[src/rtl/rst_seq_pkg.sv]
// Shared types and widths for the PCIe reset sequencer.
package rst_seq_pkg;

    localparam int CNT_W   = 16;
    localparam int RETRY_W = 4;

    typedef enum logic [2:0] {
        RESET     = 3'd0,
        WAIT_LOCK = 3'd1,
        HOLD      = 3'd2,
        WAIT_LINK = 3'd3,
        DEBOUNCE  = 3'd4,
        RUN       = 3'd5
    } state_t;

    function automatic logic core_released(input state_t s);
        return (s == WAIT_LINK) || (s == DEBOUNCE) || (s == RUN);
    endfunction

endpackage

[src/rtl/sync_2ff.sv]
// Two-flop synchronizer for a single asynchronous level signal.
module sync_2ff (
    input  logic clk,
    input  logic rst_n,
    input  logic d,
    output logic q
);

    logic meta;

    always_ff @(posedge clk or negedge rst_n) begin
        if (!rst_n) begin
            meta <= 1'b0;
            q    <= 1'b0;
        end else begin
            meta <= d;
            q    <= meta;
        end
    end

endmodule

[src/rtl/pcie_rst_seq.sv]
// PCIe core/user reset sequencer: PLL lock hold, link-up debounce, optional
// WAIT_LINK watchdog with retry counting (enabled by RST_SEQ_TIMEOUT_EN).
module pcie_rst_seq
    import rst_seq_pkg::*;
#(
    parameter int HOLD_CYCLES     = 16,
    parameter int DEBOUNCE_CYCLES = 8,
    parameter int TIMEOUT_CYCLES  = 65535
) (
    input  logic               sys_clk,
    input  logic               sys_rst_n,
    input  logic               pll_locked,
    input  logic               user_lnk_up,
    output logic               core_rst_n,
    output logic               user_rst_n,
    output logic [2:0]         state,
    output logic [RETRY_W-1:0] retry_cnt,
    output logic               timeout_err
);

    if (HOLD_CYCLES < 2 || DEBOUNCE_CYCLES < 2 || TIMEOUT_CYCLES < 1 || TIMEOUT_CYCLES > 65535) begin : g_param_check
        $error("pcie_rst_seq: parameter out of range");
    end

    localparam logic [CNT_W-1:0] HOLD_LAST = CNT_W'(HOLD_CYCLES - 1);
    localparam logic [CNT_W-1:0] DEB_LAST  = CNT_W'(DEBOUNCE_CYCLES - 1);

    state_t           state_q, state_d;
    logic [CNT_W-1:0] cnt_q;
    logic             lock_s;
    logic             core_q, user_q;

    sync_2ff u_lock_sync (
        .clk   (sys_clk),
        .rst_n (sys_rst_n),
        .d     (pll_locked),
        .q     (lock_s)
    );

`ifdef RST_SEQ_TIMEOUT_EN
    localparam logic [CNT_W-1:0] TIMEOUT_LAST = CNT_W'(TIMEOUT_CYCLES - 1);
    logic timeout_hit;
`endif

    always_comb begin
        state_d = state_q;
`ifdef RST_SEQ_TIMEOUT_EN
        timeout_hit = 1'b0;
`endif
        case (state_q)
            RESET:     state_d = WAIT_LOCK;
            WAIT_LOCK: if (lock_s) state_d = HOLD;
            HOLD:      if (cnt_q == HOLD_LAST) state_d = WAIT_LINK;
            WAIT_LINK: begin
                if (user_lnk_up) begin
                    state_d = DEBOUNCE;
                end
`ifdef RST_SEQ_TIMEOUT_EN
                else if (cnt_q == TIMEOUT_LAST) begin
                    state_d     = HOLD;
                    timeout_hit = 1'b1;
                end
`endif
            end
            DEBOUNCE: begin
                if (!user_lnk_up)          state_d = WAIT_LINK;
                else if (cnt_q == DEB_LAST) state_d = RUN;
            end
            RUN:       if (!user_lnk_up) state_d = WAIT_LINK;
            default:   state_d = RESET;
        endcase
        // Loss of lock wins over every other transition once out of RESET.
        if (state_q inside {WAIT_LOCK, HOLD, WAIT_LINK, DEBOUNCE, RUN} && !lock_s) begin
            state_d = WAIT_LOCK;
`ifdef RST_SEQ_TIMEOUT_EN
            timeout_hit = 1'b0;
`endif
        end
    end

    always_ff @(posedge sys_clk or negedge sys_rst_n) begin
        if (!sys_rst_n) begin
            state_q <= RESET;
            cnt_q   <= '0;
            core_q  <= 1'b0;
            user_q  <= 1'b0;
        end else begin
            state_q <= state_d;
            core_q  <= core_released(state_d);
            user_q  <= (state_d == RUN);
            if (state_d != state_q)  cnt_q <= '0;
            else if (cnt_q != '1)    cnt_q <= cnt_q + 1'b1;
        end
    end

`ifdef RST_SEQ_TIMEOUT_EN
    logic [RETRY_W-1:0] retry_q;
    logic               err_q;

    always_ff @(posedge sys_clk or negedge sys_rst_n) begin
        if (!sys_rst_n) begin
            retry_q <= '0;
            err_q   <= 1'b0;
        end else if (timeout_hit) begin
            err_q <= 1'b1;
            if (retry_q != '1) retry_q <= retry_q + 1'b1;
        end
    end

    assign retry_cnt   = retry_q;
    assign timeout_err = err_q;
`else
    assign retry_cnt   = '0;
    assign timeout_err = 1'b0;
`endif

    assign core_rst_n = core_q;
    assign user_rst_n = user_q;
    assign state      = state_q;

endmodule

[config.mk]
export PLATFORM = sky130hd
export DESIGN_NAME = pcie_rst_seq
export DESIGN_NICKNAME = d
export VERILOG_FILES = /design/src/rtl/rst_seq_pkg.sv /design/src/rtl/sync_2ff.sv /design/src/rtl/pcie_rst_seq.sv
export SDC_FILE = /design/constraint.sdc
export NUM_CORES = 1
export LEC_CHECK = 0
export BUFFER_PORTS_ARGS = -buffer_cell sky130_fd_sc_hd__buf_2
export CORE_MARGIN = 3
export CORE_UTILIZATION = 60
export DETAILED_ROUTE_END_ITERATION = 10
export PLACE_DENSITY = 0.86
export RECOVER_POWER = 50
export SLEW_MARGIN = 20
export SYNTH_ARGS = -nofsm -noshare
export SYNTH_HDL_FRONTEND = slang
export SYNTH_SLANG_ARGS = --single-unit
[constraint.sdc]
create_clock -name sys_clk -period 3.8 [get_ports sys_clk]
set_input_delay 0.76 -clock sys_clk [delete_from_list [all_inputs] [get_ports sys_clk]]
set_output_delay 0.76 -clock sys_clk [all_outputs]
set_load 0.02 [all_outputs]
==> results of run 1 <==
==> cell families (layout without fill, tap and decap cells) <==
kind of cell / Yosys count / after routing / synth area share, %
and+or+nand+nor: 63 / 63 / 27.4
DFF: 23 / 23 / 44.6
adders and majority gates: 1 / 1 / 0.970
xor gates and xnor gates: 6 / 6 / 4.07
AOI/OAI and AO/OA: 29 / 29 / 14.6
buffers and inverters: 13 / 15 / 6.50
other: 1 / 5 / 0.291
muxes: 2 / 2 / 1.55
==> metrics by stage <==
step                util (%)  hold slack, ps  setup WS [ps]  instance area, µm²  total power [W]
floorplan                  -             331           1990                1310         0.000338
global placement        65.3             335           1770                1310         0.000349
detailed placement      65.3             350           1710                1310         0.000352
CTS                     66.6             379           1710                1330         0.000465
global route            66.5             386           1500                1330         0.000489
finish                  66.5             383           1690                1330         0.000464
==> placed cells by master (no fill, tap or decap), types with 3 or more instances in the layout <==
| cell type | n |
|---|---|
| a21oi_1 | 7 |
| inv_1 | 3 |
| nor2_1 | 17 |
| a211oi_1 | 4 |
| nand4_1 | 6 |
| a31oi_1 | 5 |
| buf_2 | 7 |
| and3_1 | 5 |
| nand2_1 | 5 |
| nor3_1 | 4 |
| o21ai_0 | 4 |
| o211ai_1 | 3 |
| clkbuf_4 | 3 |
| xor2_1 | 5 |
| conb_1 | 5 |
| dfrtp_1 | 23 |
| nand3_1 | 8 |
==> per-layer routing <==
metal  track usage, %  wire length [µm]
met5                0                 0
met4             10.2                46
met3             4.56                82
met1             26.5              1080
met2             32.4              1140
==> flip-flops by register name, summed over array words and instances (netlist names) <==
register and cells:
u_lock_sync.q 1, core_rst_n 1, cnt_q 16, user_rst_n 1, state 3, u_lock_sync.meta 1
==> power by group through the flow <==
| stage | logic (W) | registers, W | clock network (W) |
|---|---|---|---|
| after global placement | 0.0000721 | 0.000277 | 0 |
| after detailed placement | 0.0000742 | 0.000278 | 0 |
| final | 0.0000734 | 0.000273 | 0.000117 |
| after CTS | 0.0000743 | 0.000273 | 0.000118 |
| after global routing | 0.0000836 | 0.000277 | 0.000129 |
| after floorplan | 0.0000588 | 0.000279 | 0 |
==> critical path, stage by stage, from the launching register on <==
cell	delay (ps)
dfrtp_1	420
ha_1	250
nor3b_1	280
nand4_1	140
nor4_2	360
o32a_2	420
nor3_1	110
==> layout make-up <==
| class | instances | area (µm²) |
|---|---|---|
| Timing Repair Buffer | 8 | 38.8 |
| Multi-Input combinational cell | 106 | 646 |
| Inverter | 3 | 11.3 |
| Fill cell | 168 | 671 |
| Sequential cell | 23 | 576 |
| Tap cell | 27 | 33.8 |
| Clock buffer | 4 | 26.3 |
==> final timing paths <==
kind | from | endpoint | slack (ps)
max in group asynchronous | sys_rst_n | cnt_q[6]$_DFFE_PN0P_ | 2440
max reg2reg | cnt_q[0]$_DFFE_PN0P_ | cnt_q[12]$_DFFE_PN0P_ | 1690
min | u_lock_sync.meta$_DFF_PN0_ | u_lock_sync.q$_DFF_PN0_ | 380
max | cnt_q[0]$_DFFE_PN0P_ | cnt_q[12]$_DFFE_PN0P_ | 1690
min in group asynchronous | sys_rst_n | state[0]$_DFF_PN0_ | 650
min reg2reg | u_lock_sync.meta$_DFF_PN0_ | u_lock_sync.q$_DFF_PN0_ | 380
==> flow_results.org, run 1 <==
** Outcome
- Outcome :: finished, final reports clean

** GRT
- Global-route wire length before repair :: 4170 µm
- For this run the aggregate overflow at the end of global routing stands at 0.
- Number of global-route vias before repair :: 964
- Number of antenna violations at the first check in global routing :: 0
- Pin count of the biggest net entering global routing :: 24
- Tot GR Track Use :: 20.6%

** Power
- Part of the total power dissipated in sequential elements :: 58.9%
- The internal portion of the total power is 0.000323 W.
- Of the total power, the share spent switching nets is 30.3%.
- Summed over all nets, the switching power comes to 0.000141 W.
- Share of power burned in combinational logic :: 15.8%
- For this design the static power due to leakage is 0.569 nW.
- Worst vdd rail ir drop :: 252 µV
- Total power per unit cell area :: 348 nW/µm²
- The clock network burns 25.3% of the power.

** STA
- Setup repair after global routing missed its margin :: false
- After routing, the total negative slack on setup checks comes to 0 ps.
- Based on the critical path, the design can be clocked at up to 0.474 GHz.
- Fin. max-slew vios :: 0
- After layout, the worst path uses 55.5% of the clock period.
- Setup violations remaining at the end of the flow were counted as 0.
- Post-layout minimum cycle time :: 2110 ps
- Actual slew at the worst max-slew pin :: 1200 ps
- Number of hold violations in the final report :: 0
- In this run the tightest slew margin relative to its limit is 19.9%.
- Worst Clk Skew :: 6.54 ps

** Detailed routing
- Dividing the detail-routed via count by the number of cells gives 6.04.
- WL/cell :: 13.8 µm
- Once detail routing completed, the nets flagged for antenna violations numbered 0.
- The first detailed-routing pass ran for 4 iterations.
- The first routing iteration left 17 violations.
- Drt total wl :: 2360 µm
- Post-detailed-route DRC marker count :: 0
- Across all layers, the routed design uses 1032 vias.

** Clock network
- Cells resized by post-CTS repair :: 0
- Number of H-tree branching levels :: 1
- Clk sinks :: 23
- Clock latency on the worst-skew pair, taken at its later pin, is 320 ps.
- Clock tree from TritonCTS :: built
- Clock transition at the registers of the reported paths :: 130 ps
- Buffers added to address setup during post-CTS repair amount to 0.
- The tree is rooted in a clkbuf_4.
- TritonCTS Buffers :: 3
- Hold-fix buffers, CTS :: 0
- Deepest clock path buffer count :: 2

** Floorplanning
- The initialized floorplan defines 16 standard-cell rows.
- Number of top-level pins :: 14
- Floorplan die height :: 52.4 µm
- In this run the standard cell core region covers 2000 µm².
- Die Width :: 52.4 µm
- For this configuration, the core starts out at a cell density of 64.4%.
- The floorplan step defined a die boundary enclosing 2740 µm².

** Logic synthesis
- Number of flops mapped to enable cells by yosys :: 0
- Leading cell type by number of instances after synthesis :: dfrtp_1
- The average instance in the mapped netlist occupies 9.35 µm².
- Ranked by total cell area, the synthesized netlist is headed by dfrtp_1 45%, nor2_1 4.9%, xor2_1 3.4%.
- Most used standard cells in the synthesized netlist :: 23 x dfrtp_1, 17 x nor2_1, 8 x nand3_1
- Proportion of synthesized flip-flops having asynchronous set or reset :: 100%
- Synthesis produced a netlist whose cell count is 138.
- Netlist area before placement :: 1290 µm²
- Synthesis-stage register bit count :: 23
- Portion of the post-synthesis area used by sequential elements :: 44.6%
- Yosys synthesis warning count :: 0
- Post-synth top area cell :: dfrtp_1
- Counting distinct cell types in the post-synthesis netlist gives 40.
- For this run, the leading register cell type out of synthesis is dfrtp_1.
- The synthesized design devotes to its leading area cell type 44.6% of total area.

** Setup path
- Of all nets on the critical path, the largest fanout is 16.
- Data on the critical path is required at its endpoint by 4000 ps.
- The worst setup path is captured at a flip-flop.
- Cell count of the worst reg-to-reg path :: 6
- For the worst setup path, the data arrival time is 2310 ps.
- The critical path is of the reg -> reg type.
- Launching element type of the critical path :: flip-flop

** Placed design
- Buffers placed on the I/O ports in this run total 8.
- In this run, placement finished with an instance count of 167.
- Post-DP HPWL :: 1680 µm
- Routability-driven placement finished with a final weighted congestion of 0.846.

** Final layout
- Final layout net count :: 150
- The repair_antennas step left the layout with diodes totalling 0.
- Compared with the post-synthesis result, the final layout area differs by 3.20%.
- The post-route netlist has 9.72% of its cells at a drive strength greater than 1.
- Once layout is complete, the cells apart from fillers number 171.

** Job
- Number of max-cap violations :: 0

** Worst hold path
- Type of the worst min-delay path :: reg -> reg
- Cell depth of the worst min-delay path :: 0
No activity file was read; power rests on OpenSTA's default activity.
==> run 2, diff against run 1 <==
- CORE_UTILIZATION: 60 -> 57
- PLACE_DENSITY: 0.86 -> 0.83
- clock period: 3.8 -> 2.15 ns (I/O delays scaled with it)
==> run 2 against run 1 <==
Compared with the run above:
- global-route usage fell by 0.41 points
- fmax rose by 4.4%
- die area rose by 4.7%
- critical path depth did not move
- worst hold slack got worse by 160 ps
- cell count did not move
- critical path type unchanged
- largest power group unchanged
==> flow_results.org, run 2 (synthesis results as in run 1) <==
** Outcome
- Outcome: finished, final reports clean (unchanged).

** GRT
- The overall track demand over capacity in global routing came to 20.2% (was 20.6%).
- The overall overflow remaining after global route came to 0 (unchanged).
- The wire length of the first global-routing pass is 4210 µm (was 4170 µm).
- Number of global-route vias before repair :: 957 (was 964)
- Number of antenna violations at the first check in global routing :: 0 (unchanged)
- Pin count of the biggest net entering global routing :: 24 (unchanged)

** Final layout
- Final Instance Area :: 1340 µm² (was 1330 µm²)
- The most common cell after layout, fill and taps aside was dfrtp_1 (unchanged).
- Ratio of cells with drive above 1 in the final layout :: 10.4% (was 9.72%)
- Count of inserted antenna diode cells :: 0 (unchanged)
- Final layout net count :: 150 (unchanged)
- Fill cell count :: 164 (was 168)
- Synth-to-Final Area Change :: 4.17% (was 3.20%)
- The top register by number of flip-flops is cnt_q (unchanged).
- The number of flip-flops in the largest register was 16 (unchanged).
- Highest-count cells in the layout ignoring fill and taps :: 23 x dfrtp_1, 17 x nor2_1, 8 x nand3_1 (unchanged)
- The number of standard cells in the layout, taps in and fillers out was 171 (unchanged).

** Setup path
- The category of the critical setup timing path was reg -> reg (unchanged).
- The cell class contributing the biggest share of worst-path delay was simple AND/OR/NAND/NOR gates (unchanged).
- The required time of the critical path is 2350 ps (was 4000 ps).
- Cell count of the worst reg-to-reg path :: 6 (unchanged)
- The type of destination of the critical path is a flip-flop (unchanged).
- CP cell instances :: ha_1 > nor3b_1 > nand4_1 > nor4_2 > o32a_4 > nor3_1 (was ha_1 > nor3b_1 > nand4_1 > nor4_2 > o32a_2 > nor3_1)
- Worst R2R End :: cnt_q[14]$_DFFE_PN0P_ (was cnt_q[12]$_DFFE_PN0P_)
- Crit path depth :: 6 (unchanged)
- Slowest cell on the critical path :: dfrtp_1 (unchanged)
- Setup slack of the most critical reg-to-reg path :: 130 ps (was 1690 ps)
- The critical path's largest stage delay was 430 ps (was 420 ps).
- The data arrival time of the critical path came to 2220 ps (was 2310 ps).
- The kind of launch point of the worst setup path was a flip-flop (unchanged).
- Worst reg2reg path startpoint :: cnt_q[0]$_DFFE_PN0P_ (unchanged)
- The number of buffers and inverters on the critical path came to 0 (unchanged).
- The maximum fanout count along the critical path is 16 (unchanged).

** Placed design
- Global placement routability congestion :: 0.904 (was 0.846)
- Post-DP HPWL :: 1830 µm (was 1680 µm)
- Number of placed instances with taps included :: 167 (unchanged)
- Post-DP Area :: 1310 µm² (unchanged)
- Number of buffers inserted by port buffering :: 8 (unchanged)

** Clock network
- The clock-pin transition on the worst setup and hold timing paths is 130 ps (about the same).
- Clock tree from TritonCTS :: built (unchanged)
- Root cell of the clock tree :: clkbuf_4 (unchanged)
- Clk sinks :: 23 (unchanged)
- Hold-fix buffers, CTS :: 0 (unchanged)
- The deepest clock path buffer count was 2 (unchanged).
- Clock latency reported for the late side of the worst-skew pair :: 300 ps (was 320 ps)
- TritonCTS Buffers :: 3 (unchanged)
- Number of H-tree branching levels :: 1 (unchanged)

** Detailed routing
- The violation count after the first detailed-routing iteration was 30 (was 17).
- Via/cell ratio :: 6.01 (was 6.04)
- Number of iterations in the first detailed-routing pass :: 4 (unchanged)
- The routed length per placed instance is 14.5 µm (was 13.8 µm).
- Drt total wl :: 2470 µm (was 2360 µm)
- Post-route ant nets :: 0 (unchanged)
- Post-detailed-route DRC marker count :: 0 (unchanged)
- The number of vias in the routed layout was 1027 (was 1032).

** Floorplanning
- Initial core utilization :: 63.2% (was 64.4%)
- Cell row count :: 16 (unchanged)
- The area of the die is 2870 µm² (was 2740 µm²).
- The die span in y is 53.6 µm (was 52.4 µm).
- Core area :: 2040 µm² (was 2000 µm²)
- The width of the chip was 53.6 µm (was 52.4 µm).
- Number of top-level pins :: 14 (unchanged)

** Power
- Worst vdd rail ir drop :: 489 µV (was 252 µV)
- Net switching power :: 0.000250 W (was 0.000141 W)
- Static power due to leakage :: 0.576 nW (was 0.569 nW)
- Part of the total power dissipated in sequential elements :: 58.9% (about the same)
- The combinational fraction of design power came to 16.9% (was 15.8%).
- Final Total Pwr :: 0.000823 W (was 0.000464 W)
- Sw Share :: 30.4% (was 30.3%)
- The total internal power was 0.000573 W (was 0.000323 W).
- Total power per unit cell area :: 612 nW/µm² (was 348 nW/µm²)
- The clock share of power came to 24.1% (was 25.3%).

** Worst hold path
- Type of the worst min-delay path :: in -> reg (was reg -> reg)
- The startpoint of the most critical hold path is pll_locked (was u_lock_sync.meta$_DFF_PN0_).
- Cell depth of the worst min-delay path :: 1 (was 0)
- The capture endpoint of the worst hold path is u_lock_sync.meta$_DFF_PN0_ (was u_lock_sync.q$_DFF_PN0_).

** STA
- Actual slew at the worst max-slew pin :: 1160 ps (was 1200 ps)
- The worst clock skew is 4.42 ps (was 6.54 ps).
- Period utilisation layout :: 93.9% (was 55.5%)
- Setup repair after global routing missed its margin: false (unchanged).
- Fin. max-slew vios :: 0 (unchanged)
- The worst slew slack as a fraction of its limit was 22.7% (was 19.9%).
- Maximum frequency from static timing analysis :: 0.495 GHz (was 0.474 GHz)
- The sum of negative setup slack is 0 ps (unchanged).
- Final setup violation count :: 0 (unchanged)
- Number of hold violations in the final report :: 0 (unchanged)
- The final worst hold slack was 219 ps (was 383 ps).
- The final critical delay including setup and external delays was 2020 ps (was 2110 ps).

** Job
- The max-cap violation count was 0 (unchanged).
-- run 2: cell types whose count changed in the layout (fill, tap and decap cells not counted) --
cell      before  now
clkbuf_1       2    1
o32a_4         0    1
o32a_2         1    0
clkinv_2       0    1
-- run 2: timing repair --
item	in CTS	in global routing
endpoints found under the hold margin	0	0
setup endpoints to repair	0	16
buffers inserted	0	0
resized for setup	0	1
-- run 2: per-layer routing --
metal  global-route usage, %  wire length [µm]  vias up
met1                    26.4              1110      489
met2                    33.9              1240       26
met4                    6.81                17        0
met5                       0                 0        -
li1                        -                 -      510
met3                    3.32               109        2
-- run 2: worst register-to-register path, stage by stage (launching register included) --
cell,delay (ps)
dfrtp_1,430
ha_1,240
nor3b_1,300
nand4_1,160
nor4_2,380
o32a_4,330
nor3_1,90
-- run 2: per-stage QoR --
step | utilization [%] | worst slack [ps]
4_1_cts | 65.3 | 43.4
5_1_grt | 65.8 | 12.7
6_report | 65.8 | 131
2_1_floorplan | - | 340
3_3_place_gp | 64.0 | 210
3_5_place_dp | 64.0 | 75.7
-- run 2: how the worst max path moves through the flow --
stage | start | endpoint
after floorplan | cnt_q[0]$_DFFE_PN0P_ | cnt_q[7]$_DFFE_PN0P_
after global placement | cnt_q[0]$_DFFE_PN0P_ | cnt_q[14]$_DFFE_PN0P_
after detailed placement | cnt_q[0]$_DFFE_PN0P_ | cnt_q[14]$_DFFE_PN0P_
after CTS | cnt_q[0]$_DFFE_PN0P_ | cnt_q[14]$_DFFE_PN0P_
after global routing | cnt_q[0]$_DFFE_PN0P_ | cnt_q[7]$_DFFE_PN0P_
final | cnt_q[0]$_DFFE_PN0P_ | cnt_q[14]$_DFFE_PN0P_
-- run 2: power groups by stage --
stage                     combinational [W]  sequential, W  clock (W)
final                              0.000139       0.000485   0.000199
after global routing               0.000157       0.000491   0.000223
after CTS                          0.000135       0.000484   0.000204
after detailed placement           0.000134       0.000493          0
after global placement             0.000127       0.000489          0
after floorplan                    0.000104       0.000493          0
-- run 2: layout make-up --
cell class,count,area (µm²),area share (%)
multi-input combinational,106,657,48.9
sequential,23,576,42.8
timing repair buffer,8,38.8,2.89
tap,27,33.8,2.51
clock buffer,3,22.5,1.68
inverter,3,11.3,0.838
clock inverter,1,5.00,0.372
==> run 3, diff against run 2 <==
- ABC_AREA: default -> 1
- CORE_UTILIZATION: 57 -> 58
==> run 3 against run 2 <==
Compared with the run above:
- fmax rose by 7.0%
- largest power group is now combinational logic
- highest routed layer unchanged
- first-iteration DRC count increased by 70%
- cell area up 11%
- critical path type unchanged
- area after synthesis increased by 9.9%
- combinational power grew to 4.5 times the previous value
- die area is 7.1% higher
- wire length up 11%
- sequential share of layout area shrank 4.1 points
==> flow_results.org, run 3 <==
** Logic synthesis
- Number of instances in the synthesized netlist :: 194 (was 138)
- Proportion of synthesized flip-flops having asynchronous set or reset :: 100% (unchanged)
- Leading post-synthesis cells by cell area :: dfrtp_1 41%, nand2_1 14%, nor2_1 6.4% (was dfrtp_1 45%, nor2_1 4.9%, xor2_1 3.4%)
- The total of warnings raised by yosys came to 0 (unchanged).
- Post-synth top area cell :: dfrtp_1 (unchanged)
- The post-synthesis instance area was 1420 µm² (was 1290 µm²).
- The primary flip-flop cell chosen by synthesis mapping is dfrtp_1 (unchanged).
- The sequential element share of the synthesized area is 40.6% (was 44.6%).
- Fraction of post-synthesis cell area in the top cell type by area :: 40.6% (was 44.6%)
- Average instance area after synthesis :: 7.31 µm² (was 9.35 µm²)
- The count of flip-flops with a built-in enable after synthesis came to 0 (unchanged).
- Most used standard cells in the synthesized netlist :: 54 x nand2_1, 24 x nor2_1, 23 x dfrtp_1, 23 x inv_1, 17 x nand3_1 (was 23 x dfrtp_1, 17 x nor2_1, 8 x nand3_1)
- The synthesis-stage register bit count was 23 (unchanged).
- The library cell with the highest instance count after synthesis is nand2_1 (was dfrtp_1).
- The number of distinct library cells after synthesis came to 24 (was 40).

** Floorplanning
- Cell row count :: 17 (was 16)
- The total core area was 2280 µm² (was 2040 µm²).
- The die span in y is 55.4 µm (was 53.6 µm).
- Die Width :: 55.4 µm (was 53.6 µm)
- The initial standard-cell utilization of the core came to 62.3% (was 63.2%).
- Die area :: 3070 µm² (was 2870 µm²)
- The boundary pin count is 14 (unchanged).

** Final layout
- The final net count is 210 (was 150).
- The final antenna diode count is 0 (unchanged).
- Highest-count cells in the layout ignoring fill and taps: 54 x nand2_1, 24 x nor2_1, 23 x inv_1, 23 x dfrtp_1, 17 x nand3_1 (was 23 x dfrtp_1, 17 x nor2_1, 8 x nand3_1).
- Largest Register :: cnt_q (unchanged)
- The utilization after layout came to 65.3% (was 65.8%).
- Final standard cell count with taps included and fillers excluded :: 232 (was 171)
- The proportion of layout cells with a drive suffix above 1 was 16.7% (was 10.4%).
- The growth of design area from synthesis to finish came to 4.85% (was 4.17%).
- Most common library cell in the layout ignoring fill and taps :: nand2_1 (was dfrtp_1)
- Final Instance Area :: 1490 µm² (was 1340 µm²)
- Number of flip-flops under the largest register name :: 16 (unchanged)

** Setup path
- Data arrival, critical path :: 2110 ps (was 2220 ps)
- The category of the critical setup timing path is reg -> reg (unchanged).
- Endpoint required time on the critical path :: 2370 ps (was 2350 ps)
- The number of buffers and inverters on the critical path is 1 (was 0).
- Kind of capture point of the worst setup path :: flip-flop (unchanged)
- Setup slack of the most critical reg-to-reg path :: 260 ps (was 130 ps)
- Launching element type of the critical path :: flip-flop (unchanged)
- The cell class contributing the biggest share of worst-path delay was simple AND/OR/NAND/NOR gates (unchanged).
- Worst reg2reg path startpoint :: cnt_q[0]$_DFFE_PN0P_ (unchanged)
- The worst-case reg-to-reg path depth is 8 (was 6).
- CP cell instances: ha_1 > nand3_2 > nor3_4 > nand4_1 > buf_4 > nand2_1 > xor2_1 > nor2_2 (was ha_1 > nor3b_1 > nand4_1 > nor4_2 > o32a_4 > nor3_1).
- Worst R2R End :: cnt_q[13]$_DFFE_PN0P_ (was cnt_q[14]$_DFFE_PN0P_)
- The critical path's largest stage delay came to 410 ps (was 430 ps).
- The maximum fanout count along the critical path is 9 (was 16).
- The cell at the slowest stage of the critical path was dfrtp_1 (unchanged).

** Detailed routing
- The vias per cell is 5.33 (was 6.01).
- WL/cell :: 11.9 µm (was 14.5 µm)
- The number of design rule violations left after detail routing is 0 (unchanged).
- The detailed-router iteration count before antenna repair came to 4 (unchanged).
- Drt total wl :: 2750 µm (was 2470 µm)
- The residual antenna-violating net count after detailed routing is 0 (unchanged).
- Iteration-0 DRC count of the detailed router :: 51 (was 30)
- The number of vias in the routed layout was 1236 (was 1027).

** Outcome
- Outcome :: finished, final reports clean (unchanged)

** Clock network
- Clock transition at the registers of the reported paths :: 120 ps (was 130 ps)
- Clock latency reported for the late side of the worst-skew pair :: 320 ps (was 300 ps)
- The post-cts sizing count is 0 (unchanged).
- Deepest clock path buffer count :: 2 (unchanged)
- The CTS tree is built (unchanged).
- Root cell of the clock tree :: clkbuf_4 (unchanged)
- Hold-fix buffers, CTS :: 0 (unchanged)
- The number of post-CTS setup repair buffers is 0 (unchanged).
- The CTS buffer count is 3 (unchanged).
- Clk sinks :: 23 (unchanged)
- The number of H-tree branching levels is 1 (unchanged).

** STA
- Setup repair after global routing missed its margin: false (unchanged).
- Fin. max-slew vios :: 0 (unchanged)
- The final-report hold violation count was 0 (unchanged).
- The actual slew at the worst max-slew pin is 1170 ps (was 1160 ps).
- The worst clock skew was 7.98 ps (was 4.42 ps).
- The worst slew slack as a fraction of its limit was 21.8% (was 22.7%).
- The fmax is 0.530 GHz (was 0.495 GHz).
- The sum of negative setup slack was 0 ps (unchanged).
- The final cycle utilization of the critical path was 87.8% (was 93.9%).
- The number of endpoints failing setup at the final stage was 0 (unchanged).
- The final critical delay including setup and external delays came to 1890 ps (was 2020 ps).

** Power
- Cell internal pwr :: 0.000723 W (was 0.000573 W)
- Static power due to leakage :: 0.768 nW (was 0.576 nW)
- The clock share of power came to 14.8% (was 24.1%).
- The switching power total is 0.000638 W (was 0.000250 W).
- The combinational fraction of design power is 45.5% (was 16.9%).
- The share of total power consumed by net switching came to 46.9% (was 30.4%).
- The peak supply drop came to 799 µV (was 489 µV).
- Part of the total power dissipated in sequential elements :: 39.7% (was 58.9%)
- The power density over cell area came to 915 nW/µm² (was 612 nW/µm²).

** GRT
- The overall track demand over capacity in global routing was 19.4% (was 20.2%).
- Grt ovf :: 0 (unchanged)
- Number of antenna violations at the first check in global routing :: 0 (unchanged)
- Number of global-route vias before repair :: 1167 (was 957)
- Global-route wire length before repair :: 4890 µm (was 4210 µm)
- Pin count of the biggest net entering global routing :: 24 (unchanged)

** Worst hold path
- The classification of the worst-slack hold path is in -> reg (unchanged).
- Cell depth of the worst min-delay path :: 1 (unchanged)
- The capture endpoint of the worst hold path was u_lock_sync.meta$_DFF_PN0_ (unchanged).
- The startpoint of the most critical hold path is pll_locked (unchanged).

** Placed design
- The cell total after placement was 228 (was 167).
- The placed wire-length estimate was 2040 µm (was 1830 µm).
- Global placement routability congestion :: 0.877 (was 0.904)
- Post-DP Area :: 1460 µm² (was 1310 µm²)
- The number of input and output port buffers inserted came to 8 (unchanged).

** Job
- Number of max-cap violations :: 0 (unchanged)
-- run 3: cell count changes after synthesis, sizes merged, moves of 4 or more --
cell / before / now
a211oi: 4 / 0
a21oi: 7 / 1
a31oi: 5 / 0
and3: 5 / 0
inv: 3 / 27
nand2: 5 / 54
nand3: 8 / 23
nor2: 17 / 36
o21ai: 4 / 8
-- run 3: final cells by class --
class                   instances  area, µm²
multi-input cells             141        702
flip-flops and latches         23        576
fillers                       188        790
inverters                      27        101
repair buffers                  9       46.3
well taps                      28       35.0
clock buffers                   4       26.3
-- run 3: how the worst max path moves through the flow --
stage                         startpoint                    end  slack, ps  depth (start not counted)
floorplan           cnt_q[0]$_DFFE_PN0P_  cnt_q[13]$_DFFE_PN0P_        500                          8
global placement    cnt_q[0]$_DFFE_PN0P_  cnt_q[13]$_DFFE_PN0P_        400                          8
detailed placement  cnt_q[0]$_DFFE_PN0P_  cnt_q[13]$_DFFE_PN0P_        290                          8
CTS                 cnt_q[0]$_DFFE_PN0P_  cnt_q[13]$_DFFE_PN0P_        270                          8
global route        cnt_q[0]$_DFFE_PN0P_  cnt_q[13]$_DFFE_PN0P_         60                          8
finish              cnt_q[0]$_DFFE_PN0P_  cnt_q[13]$_DFFE_PN0P_        260                          8
-- run 3: kinds of logic (layout without fill, tap and decap cells) --
logic type | after synthesis | count (layout) | share of synthesized area, %
flip-flops | 23 | 23 | 40.6
buffers and inverters | 34 | 40 | 10.9
AND/OR/NAND/NOR | 122 | 122 | 41.7
XOR/XNOR | 4 | 4 | 2.47
other | 1 | 5 | 0.265
AO/OA/AOI/OAI | 9 | 9 | 3.18
adder cells (fa/ha/maj) | 1 | 1 | 0.882
-- run 3: power groups by stage --
stage / logic, W / registers (W) / clock network (W)
after CTS: 0.000617 / 0.000539 / 0.000201
after global placement: 0.000590 / 0.000543 / 0
after detailed placement: 0.000615 / 0.000547 / 0
after floorplan: 0.000488 / 0.000576 / 0
final: 0.000619 / 0.000540 / 0.000201
after global routing: 0.000680 / 0.000548 / 0.000217
-- run 3: layer usage --
layer  global-route usage [%]  routed length, µm  vias up
met5                        0                  0        -
met4                     7.29                 70        0
met3                     3.04                170       13
met2                     33.8               1310       51
met1                     24.0               1210      560
li1                         -                  -      612
-- run 3: stage by stage --
step | setup WS, ps | hold WS, ps | power (W)
floorplan | 502 | 134 | 0.00106
global placement | 401 | 334 | 0.00113
detailed placement | 290 | 336 | 0.00116
CTS | 266 | 72.9 | 0.00136
global route | 57.0 | 201 | 0.00145
finish | 262 | 214 | 0.00136
